==> config.mk <==
export PLATFORM = sky130hd
export DESIGN_NAME = memory_controller
export DESIGN_NICKNAME = d
export VERILOG_FILES = /design/src/rtl/memory_controller.sv
export SDC_FILE = /design/constraint.sdc
export NUM_CORES = 1
export LEC_CHECK = 0
export CORE_AREA = 2 2 154 156
export DETAILED_ROUTE_END_ITERATION = 10
export DIE_AREA = 0 0 156 158
export SETUP_SLACK_MARGIN = 0.05
export SYNTH_ARGS = -nofsm -noshare
export SYNTH_HDL_FRONTEND = slang
export SYNTH_SLANG_ARGS = --single-unit
==> constraint.sdc <==
create_clock -name clk -period 3.7 [get_ports clk]
set_input_delay 0.555 -clock clk [delete_from_list [all_inputs] [get_ports clk]]
set_output_delay 0.555 -clock clk [all_outputs]
set_load 0.01 [all_outputs]
==> src/rtl/memory_controller.sv <==
// Address decoder and bus router from the core data bus to code, data, input and output targets.
// Optional MEMCTRL_FAULT_ADDR_EN adds a fault_address capture register.
module memory_controller #(
   parameter logic [31:0] CODE_BASE = 32'h0000_0000,
   parameter logic [31:0] CODE_SIZE = 32'h0001_0000,
   parameter logic [31:0] MEM_BASE  = 32'h1000_0000,
   parameter logic [31:0] MEM_SIZE  = 32'h0010_0000,
   parameter logic [31:0] IN_BASE   = 32'h2000_0000,
   parameter logic [31:0] IN_SIZE   = 32'h0000_0010,
   parameter logic [31:0] OUT_BASE  = 32'h3000_0000,
   parameter logic [31:0] OUT_SIZE  = 32'h0000_0100
) (
   input  logic        clk,
   input  logic        rst,
   input  logic [31:0] address,
   input  logic        write_enable,
   input  logic [1:0]  data_in_size,
   input  logic [1:0]  data_out_size,
   input  logic [31:0] data_in,
   output logic [31:0] data_out,
   output logic        memory_error,
   input  logic [31:0] code_in,
   output logic [31:0] code_address,
   input  logic [31:0] memory_in,
   output logic [31:0] memory_address,
   output logic [31:0] memory_out,
   output logic [1:0]  memory_size,
   output logic        memory_write_enable,
   input  logic [31:0] input_in,
   input  logic [31:0] output_in,
   output logic [31:0] output_address,
   output logic [31:0] output_out,
   output logic [1:0]  output_size,
   output logic        output_write_enable
`ifdef MEMCTRL_FAULT_ADDR_EN
   ,
   output logic [31:0] fault_address
`endif
);

   localparam logic [1:0] SZ_BYTE = 2'b00;
   localparam logic [1:0] SZ_HALF = 2'b01;
   localparam logic [1:0] SZ_WORD = 2'b10;
   localparam logic [1:0] SZ_RSVD = 2'b11;

   logic [1:0]  size;
   logic [31:0] code_off;
   logic [31:0] mem_off;
   logic [31:0] in_off;
   logic [31:0] out_off;
   logic        code_hit;
   logic        mem_hit;
   logic        in_hit;
   logic        out_hit;
   logic        fault;
   logic [31:0] read_sel;
   logic [31:0] read_mask;

   assign size = write_enable ? data_in_size : data_out_size;

   // Regions never wrap past 2^32, so a single unsigned offset compare
   // covers both the lower and upper bound.
   assign code_off = address - CODE_BASE;
   assign mem_off  = address - MEM_BASE;
   assign in_off   = address - IN_BASE;
   assign out_off  = address - OUT_BASE;

   assign code_hit = code_off < CODE_SIZE;
   assign mem_hit  = mem_off < MEM_SIZE;
   assign in_hit   = in_off < IN_SIZE;
   assign out_hit  = out_off < OUT_SIZE;

   assign code_address   = code_off;
   assign memory_address = mem_off;
   assign output_address = out_off;

   assign memory_out  = data_in;
   assign output_out  = data_in;
   assign memory_size = size;
   assign output_size = size;

   always_comb begin
      fault = 1'b0;
      if (!(code_hit || mem_hit || in_hit || out_hit)) fault = 1'b1;
      if (size == SZ_RSVD) fault = 1'b1;
      if (size == SZ_HALF && address[0]) fault = 1'b1;
      if (size == SZ_WORD && address[1:0] != 2'b00) fault = 1'b1;
      if (write_enable && (code_hit || in_hit)) fault = 1'b1;
   end

   assign memory_write_enable = rst & write_enable & mem_hit & ~fault;
   assign output_write_enable = rst & write_enable & out_hit & ~fault;

   always_comb begin
      read_sel = 32'h0;
      unique case (1'b1)
         code_hit: read_sel = code_in;
         mem_hit:  read_sel = memory_in;
         in_hit:   read_sel = input_in;
         out_hit:  read_sel = output_in;
         default:  read_sel = 32'h0;
      endcase
   end

   always_comb begin
      read_mask = 32'hFFFF_FFFF;
      case (data_out_size)
         SZ_BYTE: read_mask = 32'h0000_00FF;
         SZ_HALF: read_mask = 32'h0000_FFFF;
         default: read_mask = 32'hFFFF_FFFF;
      endcase
   end

   assign data_out = fault ? 32'h0 : (read_sel & read_mask);

   always_ff @(posedge clk or negedge rst) begin
      if (!rst) memory_error <= 1'b0;
      else if (fault) memory_error <= 1'b1;
   end

`ifdef MEMCTRL_FAULT_ADDR_EN
   // Captures only the address of the fault that first raised the flag.
   always_ff @(posedge clk or negedge rst) begin
      if (!rst) fault_address <= 32'h0;
      else if (fault && !memory_error) fault_address <= address;
   end
`endif

endmodule

==> results of run 1 <==
-- layout by cell type (no fill, tap or decap), types with 2 or more instances in the layout --
cell type,Yosys,routed
a2111oi_4,1,2
a221oi_1,32,28
a221oi_2,0,4
a22o_1,32,30
a22o_4,0,2
buf_12,0,10
buf_2,3,4
buf_4,155,56
bufbuf_16,0,2
clkdlybuf4s15_1,0,2
clkdlybuf4s15_2,0,2
clkdlybuf4s50_1,0,247
dlygate4sd2_1,0,31
dlymetal6s2s_1,0,7
ha_1,10,9
inv_1,8,5
inv_2,0,3
mux2_2,2,2
nand2_1,2,2
nand4_1,3,3
nor2_1,35,32
nor2_2,0,3
nor4_2,0,3
nor4_4,0,2
o21a_1,2,2
xnor2_1,2,2
xor2_1,3,2
-- cell usage after synthesis, types with 2 or more instances --
master and instances:
buf_4 155, nor2_1 35, a221oi_1 32, a22o_1 32
clkbuf_1 13, ha_1 10, inv_1 8, nor4_1 6
buf_2 3, nand4_1 3, xor2_1 3, mux2_2 2
nand2_1 2, o21a_1 2, xnor2_1 2
-- metrics by stage --
stage	total power, uW	hold WS (ps)
detailed placement	466	489
global route	513	508
finish	484	493
floorplan	243	259
global placement	465	527
CTS	485	489
-- where the power goes --
group	switching (uW)	internal, uW	leakage (uW)
combinational	159	314	0.00209
clock	0	0	0
sequential	0	11.1	0.00000875
total	159	325	0.00210
-- per-layer routing --
metal  part of all wire  vias to the layer above  routed length [um]
met5                  0                        -                   0
met4              0.019                        0                 253
met3              0.088                       32                1160
met2               0.49                      210                6470
met1               0.40                     1340                5250
li1                   -                     1405                   -
-- worst paths after layout --
kind | from | to | slack (ps)
worst min register to register | memory_error$_DFFE_PN0P_ | memory_error$_DFFE_PN0P_ | 490
max in group asynchronous | rst | memory_error$_DFFE_PN0P_ | 2860
worst min-delay path | memory_error$_DFFE_PN0P_ | memory_error$_DFFE_PN0P_ | 490
min in group asynchronous | rst | memory_error$_DFFE_PN0P_ | 730
worst max register to register | memory_error$_DFFE_PN0P_ | memory_error$_DFFE_PN0P_ | 2970
worst max-delay path | address[24] | data_out[8] | 180
-- layout make-up --
cell class / count / area share
Timing Repair Buffer: 362 / 0.676
Multi-Input combinational cell: 147 / 0.246
Tap cell: 290 / 0.0683
Inverter: 8 / 0.00565
Sequential cell: 1 / 0.00471
-- critical path, delay by kind of cell --
kind,cells,cell delay (ps)
compound gates,3,790
buf+inv,7,1290
simple gates,3,320
-- repair_timing --
item,4_1_cts,5_1_grt
pin swaps,8,6
endpoints found under the setup margin,34,29
gates cloned,2,0
setup buffers,9,1
gates resized for setup,75,19
hold endpoints to repair,0,0
-- cell families after synthesis --
family                     after synthesis  synth area share
xor gates and xnor gates                 5            0.0181
and+or+nand+nor                         54             0.109
adders and majority gates               10            0.0518
muxes                                    2           0.00932
DFF                                      1            0.0104
buffers and inverters                  179             0.520
AOI/OAI and AO/OA                       76             0.281
==> metrics.md, run 1 <==
| Metric | Value |
|---|---|
| Max FO, Critical Path | 5 |
| Die area | 24600 um2 |
| Routed Antenna Nets | 0 |
| Post-synth EDFFs | 0 |
| Period minus WS final | 3520 ps |
| Die span in x | 156 um |
| Area Overhead vs Synth | 120% |
| Detailed-route via count | 2987 |
| Initial Utilization | 0.105 |
| CP arrival | 2960 ps |
| LEAKAGE | 0.00210 uW |
| M1 GR Usage | 0.115 |
| RSZ-0062 raised after global routing | false |
| Skew-Pair Late Insertion Delay | 0 ps |
| Final nets | 729 |
| Initial drt markers | 99 |
| Drt via density | 3.70 |
| Rel. slew slack | 0.741 |
| Final WL | 13100 um |
| Crit start category | input port |
| Vias in the first global route | 2910 |
| Final Util | 0.231 |
| Antenna violations before repair | 0 |
| Placed standard-cell area | 5030 um2 |
| Design area | 5310 um2 |
| Final Hold Violating Endpoints | 0 |
| CP cell instances | clkdlybuf4s50_1 > nor4_2 > buf_4 > nand2_1 > a2111oi_4 > a211o_2 > buf_12 > o2111ai_4 > buf_12 > buf_12 > buf_4 > nor2_2 > buf_2 |
| Fin cells | 808 |
| Sequential element share of the synthesized area | 0.0104 |
| Synth Instances | 327 |
| GR Layer Usage met3 | 0.0205 |
| Final Max Slew Viols | 0 |
| Yosys reg bits | 1 |
| CP max stage delay | 440 ps |
| TNS Setup | 0 ps |
| Area taken by flip-flops and latches | 25.0 um2 |
| Area contributors post-synth | buf_4 48%, a221oi_1 12%, a22o_1 12% |
| Syn. warnings | 0 |
| First-pass GRT wire length | 17400 um |
| DR WL/cell | 16.3 um |
| Syn_area_per_cell | 7.39 um2 |
| Critical Path RT | 3140 ps |
| Met2 Use GR | 0.169 |
| Power per standard cell area | 91.1 nW/um2 |
| VDD IR max | 0.0282 mV |
| Largest area contributor in the netlist | buf_4 |
| Pre-CTS setup slack | -384 ps |
| Slew @ Worst Pin | 389 ps |
| CTS Hold Bufs | 0 |
| Max-cap viol count | 0 |
| Fill cell count | 2536 |
| HP Class | flip-flop to flip-flop |
| Post-Syn Area | 2420 um2 |
| Ant diodes | 0 |
| Num rows | 56 |
| Async SR Flop Fraction | 1.00 |
| Area of the multi-input gates | 1310 um2 |
| Hold path depth | 1 |
| Max reg flops | 1 |
| Fmax | 284 MHz |
| Reg with most FFs | memory_error |
| IO buf count | 293 |
| Crit share post-route | 0.951 |
| Ports | 398 |
| Clock transition at path regs | 0 ps |
| Outcome | finished, final reports clean |
| Gpl congestion | 0.706 |
| DR pass1 iterations | 4 |
| GRT Total Usage | 0.0934 |
| Critical path's slowest cell | clkdlybuf4s50_1 |
| Synth Net Count | 536 |
| Most frequent CP cell | buf_12 |
| Grt total ovfl | 0 |
| Crit end category | primary output |
| Core Region | 23100 um2 |
| Top FF cell, synth | dfrtp_1 |
| Distinct cells, synth | 34 |
| Length in cells of the worst reg-to-reg path | 1 |
| Final setup violation count | 0 |
| Global route hottest layer | met2 |
| Worst Skew | 0 ps |
| DR DRC count | 0 |
| Final WS setup | 181 ps |
| Synth top area share | 0.481 |
| Share of layout cells above drive strength 1 | 0.208 |
| Die Span Y | 158 um |
| Cell total after placement | 796 |
| Biggest regs | memory_error x1 |
| Largest net degree at the start of global routing | 23 |
| Kind of critical path | input port to primary output |
| HPWL Detailed | 10700 um |
Note: power is estimated with default switching activity, not from simulation.
==> run 2, diff against run 1 <==
--- a/config.mk
+++ b/config.mk
@@ -8,6 +8,7 @@
 export CORE_AREA = 2 2 154 156
 export DETAILED_ROUTE_END_ITERATION = 10
 export DIE_AREA = 0 0 156 158
+export GPL_ROUTABILITY_DRIVEN = 0
 export SETUP_SLACK_MARGIN = 0.05
 export SYNTH_ARGS = -nofsm -noshare
 export SYNTH_HDL_FRONTEND = slang
==> results of run 2 <==
Same layout as run 1: the final DEF is identical, and so are final timing and power.
